[config.mk]
export PLATFORM = sky130hd
export DESIGN_NAME = svm_dot_ctrl
export DESIGN_NICKNAME = d
export VERILOG_FILES = /design/src/rtl/svm_dot_ctrl.sv
export SDC_FILE = /design/constraint.sdc
export NUM_CORES = 1
export LEC_CHECK = 0
export CAP_MARGIN = 20
export CORE_UTILIZATION = 35
export CTS_CLUSTER_SIZE = 24
export DETAILED_ROUTE_END_ITERATION = 10
export DONT_BUFFER_PORTS = 1
export PLACE_DENSITY = 0.56
export SLEW_MARGIN = 20
export SYNTH_ARGS = -nofsm -noshare
export SYNTH_HDL_FRONTEND = slang
export SYNTH_SLANG_ARGS = --single-unit
[constraint.sdc]
create_clock -name iClk -period 7.8 [get_ports iClk]
set_input_delay 1.17 -clock iClk [delete_from_list [all_inputs] [get_ports iClk]]
set_output_delay 1.17 -clock iClk [all_outputs]
set_load 0.02 [all_outputs]
[src/rtl/svm_dot_ctrl.sv]
// Linear-SVM dot-product sequencer: streams VEC_LEN feature/weight pairs, accumulates, adds bias.
// Optional build macro SVM_SAT_EN: saturating accumulate and bias add (default: wrap-around).
module svm_dot_ctrl #(
   parameter int VEC_LEN = 3780,
   parameter int ADDR_W  = 12,
   parameter int FEAT_W  = 16,
   parameter int WGT_W   = 16,
   parameter int ACC_W   = 40,
   parameter int RD_LAT  = 2
) (
   input  logic              iClk,
   input  logic              iRst_n,
   input  logic              iStart,
   output logic              oBusy,
   output logic [ADDR_W-1:0] oADDR,
   output logic              oRdEn,
   input  logic [FEAT_W-1:0] iFeat,
   input  logic [WGT_W-1:0]  iWgt,
   input  logic [ACC_W-1:0]  iBias,
   output logic [ACC_W-1:0]  oScore,
   output logic              oHuman,
   output logic              oDone
);

   localparam int PROD_W = FEAT_W + WGT_W;
   localparam logic [ADDR_W-1:0] LAST_ADDR = ADDR_W'(VEC_LEN - 1);

   typedef enum logic [2:0] {S_IDLE, S_ISSUE, S_DRAIN, S_BIAS, S_DONE} state_t;

   state_t              state_q;
   logic [ADDR_W-1:0]   addr_q;
   logic                rd_en_q;
   logic                busy_q;
   logic                done_q;
   logic                human_q;
   logic [ACC_W-1:0]    score_q;
   logic [ACC_W-1:0]    acc_q;
   logic [ACC_W-1:0]    bias_q;
   logic [RD_LAT-1:0]   vld_q;
   logic                prod_vld_q;
   logic [PROD_W-1:0]   prod_q;

   logic [PROD_W-1:0]   prod_d;
   logic [ACC_W-1:0]    acc_d;
   logic [ACC_W-1:0]    score_d;

   function automatic logic [ACC_W-1:0] add_acc(input logic [ACC_W-1:0] a, input logic [ACC_W-1:0] b);
      logic [ACC_W-1:0] sum;
      sum = a + b;
`ifdef SVM_SAT_EN
      // Equal operand signs with a flipped result sign is overflow: clamp toward the operand sign.
      if ((a[ACC_W-1] == b[ACC_W-1]) && (sum[ACC_W-1] != a[ACC_W-1]))
         sum = a[ACC_W-1] ? {1'b1, {(ACC_W-1){1'b0}}} : {1'b0, {(ACC_W-1){1'b1}}};
`endif
      return sum;
   endfunction

   assign prod_d  = $signed({{WGT_W{iFeat[FEAT_W-1]}}, iFeat}) * $signed({{FEAT_W{iWgt[WGT_W-1]}}, iWgt});
   assign acc_d   = add_acc(acc_q, {{(ACC_W-PROD_W){prod_q[PROD_W-1]}}, prod_q});
   assign score_d = add_acc(acc_q, bias_q);

   // NOTE: every register here uses <= so all updates see pre-edge values; reset is synchronous.
   always_ff @(posedge iClk) begin
      if (!iRst_n) begin
         state_q    <= S_IDLE;
         addr_q     <= '0;
         rd_en_q    <= 1'b0;
         busy_q     <= 1'b0;
         done_q     <= 1'b0;
         human_q    <= 1'b0;
         score_q    <= '0;
         acc_q      <= '0;
         bias_q     <= '0;
         vld_q      <= '0;
         prod_vld_q <= 1'b0;
         prod_q     <= '0;
      end else begin
         // Read-valid pipe mirrors the memory latency so only returned pairs reach the MAC.
         vld_q      <= (vld_q << 1) | RD_LAT'(rd_en_q);
         prod_vld_q <= vld_q[RD_LAT-1];
         if (vld_q[RD_LAT-1]) prod_q <= prod_d;
         if (prod_vld_q)      acc_q  <= acc_d;
         done_q <= 1'b0;

         case (state_q)
            S_IDLE: begin
               if (iStart) begin
                  state_q <= S_ISSUE;
                  busy_q  <= 1'b1;
                  rd_en_q <= 1'b1;
                  addr_q  <= '0;
                  acc_q   <= '0;
                  bias_q  <= iBias;
               end
            end
            S_ISSUE: begin
               if (addr_q == LAST_ADDR) begin
                  state_q <= S_DRAIN;
                  rd_en_q <= 1'b0;
               end else begin
                  addr_q <= addr_q + ADDR_W'(1);
               end
            end
            S_DRAIN: begin
               if ((vld_q == '0) && !prod_vld_q) state_q <= S_BIAS;
            end
            S_BIAS: begin
               score_q <= score_d;
               human_q <= ~score_d[ACC_W-1] & (|score_d);
               done_q  <= 1'b1;
               busy_q  <= 1'b0;
               state_q <= S_DONE;
            end
            S_DONE:  state_q <= S_IDLE;
            default: state_q <= S_IDLE;
         endcase
      end
   end

   assign oBusy  = busy_q;
   assign oADDR  = addr_q;
   assign oRdEn  = rd_en_q;
   assign oScore = score_q;
   assign oHuman = human_q;
   assign oDone  = done_q;

endmodule
* Word-level counts from Yosys, hierarchy flattened
Cells that the tools add are included.
** Storage, ports and cells
- Register bits :: 174
- Input bits :: 75
- Output and inout port bits :: 56
- Logic and storage cells :: 54
** Operators by class
- Add/subtract/negate cells :: 3
- Multiply operators :: 1
- Equal/unequal tests :: 8
- Mux-type cells :: 15
- Bitwise gates (word level) :: 3
- Reductions and logical operators :: 12
** Operator list (count)
- $mux W40 :: 3
- $add A40 B40 Y40 :: 2
- $reduce_or A40 Y1 :: 1
- $mul A16 B16 Y32 :: 1
- $mux W12 :: 2
- $pmux W12 S2 :: 1
- $add A12 B1 Y12 const B :: 1
- $eq A12 B12 Y1 const B :: 1
- $pmux W3 S4 :: 1
- $mux W3 :: 3
- $reduce_and A3 Y1 :: 3
- $ne A2 B2 Y1 const B :: 4
- $eq A3 B2 Y1 const B :: 2
- $pmux W1 S2 :: 2
- $reduce_and A2 Y1 :: 2
- $reduce_bool A2 Y1 :: 2
- $eq A3 B1 Y1 const B :: 1
- $logic_not A3 Y1 :: 1
- $mux W1 :: 3
- $logic_not A2 Y1 :: 1
- $or A2 B1 Y2 :: 1
- $and A1 B1 Y1 :: 1
- $logic_and A1 B1 Y1 :: 1
- $logic_not A1 Y1 :: 1
- $not A1 Y1 :: 1

* Longest topological paths before layout
- Depth after elaboration :: 4
- Gate-level depth with buffers :: 25
- Mapped depth without buffers :: 24

* Worst setup path after synthesis
Ideal clock, no wire load.
- Kind :: input-to-reg
- Start point :: input port iWgt[1]
- End point :: register prod_q[29]
- Setup time :: 0.065 ns
- Data arrival time :: 6.829 ns
- Required time :: 7.735 ns
- Path slack :: 0.906 ns
- Stages on the path :: 23
- Buffers on the path :: 1
- Cell sequence :: clkbuf_1 -> nand2_1 -> inv_1 -> fa_1 -> inv_1 -> fa_1 -> fa_1 -> inv_1 -> fa_1 -> fa_1 -> inv_1 -> fa_1 -> inv_1 -> ha_1 -> and3_1 -> and3_1 -> a221o_1 -> a221oi_2 -> o211ai_1 -> a41oi_1 -> xnor2_1 -> mux2i_1 -> nor2b_1
** On the way
- Longest elaborated chain between the ends :: 1
** RTL lines
- start: declaration :: RTL line 18 : input logic [WGT_W-1:0] iWgt,
- $mul A16 B16 Y32 :: RTL line 58 : assign prod_d = $signed({{WGT_W{iFeat[FEAT_W-1]}}, iFeat}) * $signed({{FEAT_W{iWgt[WGT_W-1]}}, iWgt});
- end signal: assignment :: RTL line 81 : if (vld_q[RD_LAT-1]) prod_q <= prod_d;
- end: declaration :: RTL line 41 : logic [PROD_W-1:0] prod_q;
Every way passes these cells.
A chain may end at the register's enable or synchronous reset.

* Worst setup path in the final report
- Start point :: input port iFeat[15]
- End point :: register prod_q[29]
** On the way
- Longest elaborated chain between the ends :: 1
** RTL lines
- start: declaration :: RTL line 17 : input logic [FEAT_W-1:0] iFeat,
- $mul A16 B16 Y32 :: RTL line 58
Every way passes these cells.

==> flow_results.org <==
** Routing
- Routed via count divided by cell count :: between 5 and 6
- For this run, the detailed router's first-pass iteration total came to 8.
- Final wirelength :: between 50000 and 60000 um
- The detailed router placed ~16000 vias in this run.
- DRC violations left :: 0
- The detailed router finished its first iteration with 867 violations.
- The detail route stage leaves a number of antenna-violating nets equal to 0.
- Average wire length per cell after detail routing :: approximately 17 um

** Clock network
- H-tree Lvls :: 4
- Insertion delay of the later-clocked pin in the worst-skew pair :: 450 ps
- The clock net in this run drives a total of approximately 170 sinks.
- Post_cts resized :: 0
- Clk pin slew, worst setup/hold paths :: approximately 80 ps
- The number of hold buffers added after CTS was 0.
- Once the clock tree was built, the setup fixing pass inserted 0 buffers.
- Maximum count of clock buffers along a single path :: 2
- The number of clock buffers added by TritonCTS is 17.
- TritonCTS built the clock tree.
- The tree is rooted in a clkbuf_16.

** Synthesis
- Share of synthesized flip-flops with an asynchronous set or reset :: 0%
- Yosys warning count :: 0
- For this run, the register share of the synthesized area comes to roughly 17%.
- The synthesized design contains 0 enable-type register cells.
- The average instance in the mapped netlist occupies about 8.6 sq um.
- Dominant synthesized flop cell :: dfxtp_1
- The number of nets handed over by synthesis was approximately 2900.
- The mapped netlist covers between 20000 and 25000 sq um.
- Synthesis inferred 174 register bits.
- Count of distinct cell types in the synthesized netlist :: 88
- Cell count after synthesis :: around 2400

** Pwr
- For this design the total switching power over the nets is 4.93 mW.
- VDD IR-drop max :: 0.677 mV
- Clock network fraction of design power :: a little under a tenth
- Switching power share of the total :: just over 50%
- In this run the power density over the cells is 442 nW/um^2.
- Register share of total power :: 10.4%
- Internal :: 4.75 mW
- Leak Pwr :: between 10 and 15 nW
- Combinational logic is responsible for around 81% of the overall power.

** Cells and area
- Final net count :: 2851
- After filler insertion, the fill cell instance count of the layout stands at a little under 6000.
- Area added between synthesis and finish :: 5.75%
- Layout cells sized above 1 :: between 3 and 4%
- Multi-input logic area :: 15600 sq um
- Across the whole layout, storage elements account for 3480 sq um.
- The repair_antennas step left the layout with diodes totalling 0.
- Leading cell type in the layout, fill and taps excluded :: nand2_1
- In the layout the commonest cells are nand2_1 (353), inv_1 (321), fa_1 (264).

** Critical path
- Data required time at the worst endpoint :: between 8000 and 9000 ps
- The setup check on the worst reg-to-reg path leaves a slack of between 4000 and 5000 ps.
- Endpoint class of the critical path :: register
- Critical path startpoint category :: input pin
- CP Data Arrival Time :: about 7100 ps
- Of all nets on the critical path, the largest fanout is 16.
- Start-to-end type of the worst setup path :: input pin to register

** Worst hold path
- The tightest min-delay check is of the register to register type.

** Die
- Measured along the x axis, the die boundary spans ~250 um.
- The floorplan step defined a die boundary enclosing around 60000 sq um.
- The floorplan has slightly below 90 rows.
- Placeable core region :: between 50000 and 60000 sq um
- Chip height :: between 200 and 250 um
- Initial core utilization :: between 30% and 40%
- In this run the count of I/O pins placed on the die edge is 131.

** Timing
- Between clock sinks in the finished design, the worst skew comes to 18.8 ps.
- At the pin with the least slew margin, the transition time is 960 ps.
- Final worst path period need :: about 6700 ps
- The worst pin sits at a relative slew slack of a little over a third.
- Count of final max-slew check failures :: 0
- Highest attainable clock frequency :: 148 MHz
- Setup repair after global routing left no endpoint under its margin.
- Setup violations remaining at the end of the flow were counted as 0.
- Final hold analysis gives a worst-case slack of about 460 ps.
- The final critical path takes up between 80 and 90% of the cycle.
- After routing, the total negative slack on setup checks comes to 0 ps.
- Across all setup checks in the final design, the least slack found is roughly 1100 ps.
- The number of endpoints with negative hold slack in the final report is 0.

** GRT
- Largest net degree at the start of global routing :: 127
- Initial antenna violation count :: 0
- Via count of the first global-routing pass :: between 15000 and 20000
- GRT Residual Overflow :: 0
- Across every metal layer, demand over resource in global routing totals between 10% and 20%.
- The first global-routing pass estimated approximately 85000 um of wire.

** Outcome
- The run finished with clean final reports.

** Placed design
- The wire-length estimate of the detail-placed layout is about 43000 um.
- Buffers on Ports :: 0
- The congestion estimate from routability-driven global placement came to between 0.8 and 0.9.
- Timing analysis after detailed placement gives a worst setup slack of between 600 and 700 ps.

** Job
- Max-cap violations in this run came to 0.
-- area by class of cell --
class,count,area share (%)
Inverter,321,5.50
Clock buffer,21,2.15
Timing Repair Buffer,7,0.240
Multi-Input combinational cell,1830,71.3
Clock inverter,11,0.560
Sequential cell,174,15.9
Tap cell,765,4.37
-- flip-flops by register name, summed over array words and instances (netlist names), 2 cells and up --
name / flops
bias_q: 40
acc_q: 40
vld_q: 2
oADDR: 12
oScore: 40
prod_q: 32
state_q: 3
-- critical path, stage by stage --
cell and delay (ps):
and2_1 150, fa_1 720, inv_1 110, fa_1 510, fa_1 400, inv_1 90, fa_1 450, fa_1 540
inv_1 50, fa_1 480, inv_1 50, ha_1 360, and3_1 240, and3_1 220, a221o_1 370, a221oi_2 350
o211ai_1 200, a41oi_1 280, xnor2_1 150, mux2i_1 90, nor2b_1 130
-- metrics by stage --
stage / util (%) / std cells / instance area, sq um / total power, mW
after global routing: 37.7 / 3129 / 21900 / 10.7
after CTS: 37.7 / 3129 / 21900 / 9.79
after global placement: 36.7 / 3097 / 21300 / 8.70
after floorplan: - / 2417 / 20700 / 6.96
after detailed placement: 36.7 / 3097 / 21300 / 8.86
final: 37.7 / 3129 / 21900 / 9.68
-- power by group through the flow --
stage	logic, mW	clock network, mW	registers, mW
2_1_floorplan	5.97	0	0.995
3_3_place_gp	7.66	0	1.03
3_5_place_dp	7.83	0	1.03
4_1_cts	7.87	0.906	1.01
5_1_grt	8.77	0.938	1.02
6_report	7.79	0.878	1.01
-- path summary, 6_finish.rpt --
path / endpoint / from / cells past startpoint
max: prod_q[29] / iFeat[15] / 21
min: vld_q[1] / vld_q[0] / 1
max reg2reg: oHuman / acc_q[0] / 12
min reg2reg: vld_q[1] / vld_q[0] / 1
-- cell families (layout without fill, tap and decap cells) --
logic type | Yosys count | count (layout) | synth area share, %
flip-flops | 174 | 174 | 16.8
multiplexers | 44 | 44 | 2.13
AND/OR/NAND/NOR | 813 | 813 | 19.2
buffers and inverters | 413 | 360 | 7.83
adder cells (fa/ha/maj) | 425 | 425 | 35.2
XOR/XNOR | 106 | 106 | 4.48
AO/OA/AOI/OAI | 442 | 442 | 14.3
-- synthesized netlist by cell type (4+ instances only) --
cell type | count | area (sq um)
clkbuf_1 | 75 | 282
a21o_1 | 44 | 330
o22ai_1 | 6 | 37.5
nand2b_1 | 20 | 125
ha_1 | 161 | 2010
xnor2_1 | 69 | 604
o21bai_1 | 14 | 105
o211a_1 | 12 | 120
a41oi_1 | 4 | 35.0
inv_1 | 321 | 1200
and3_1 | 12 | 75.1
nand3b_1 | 7 | 52.6
nor2b_1 | 35 | 219
o21ai_0 | 82 | 410
o211ai_1 | 15 | 113
a211oi_1 | 12 | 90.1
nor3b_1 | 4 | 30.0
nand2_1 | 353 | 1330
o31ai_1 | 5 | 37.5
a31oi_1 | 17 | 106
o21ai_1 | 7 | 35.0
nor4_1 | 4 | 25.0
and2_1 | 145 | 907
or3_1 | 11 | 68.8
o21a_1 | 9 | 67.6
nor3_1 | 25 | 125
and3_4 | 4 | 45.0
nand4_1 | 10 | 62.6
and4_1 | 4 | 35.0
nor2_1 | 110 | 413
dfxtp_1 | 174 | 3480
xor2_1 | 37 | 324
mux2i_1 | 44 | 440
fa_1 | 264 | 5290
a21boi_0 | 60 | 450
buf_6 | 6 | 67.6
nand3_1 | 39 | 195
buf_1 | 6 | 22.5
a21oi_1 | 113 | 566
-- layer usage --
layer  global-route usage (%)  wire length, um  vias up
met5                        0                0        -
met4                     4.80             1050        0
met3                     1.86             1540       56
met2                     29.7            25500      301
met1                     24.3            25000     7771
li1                         -                -     7752
No activity file was read; power rests on OpenSTA's default activity.
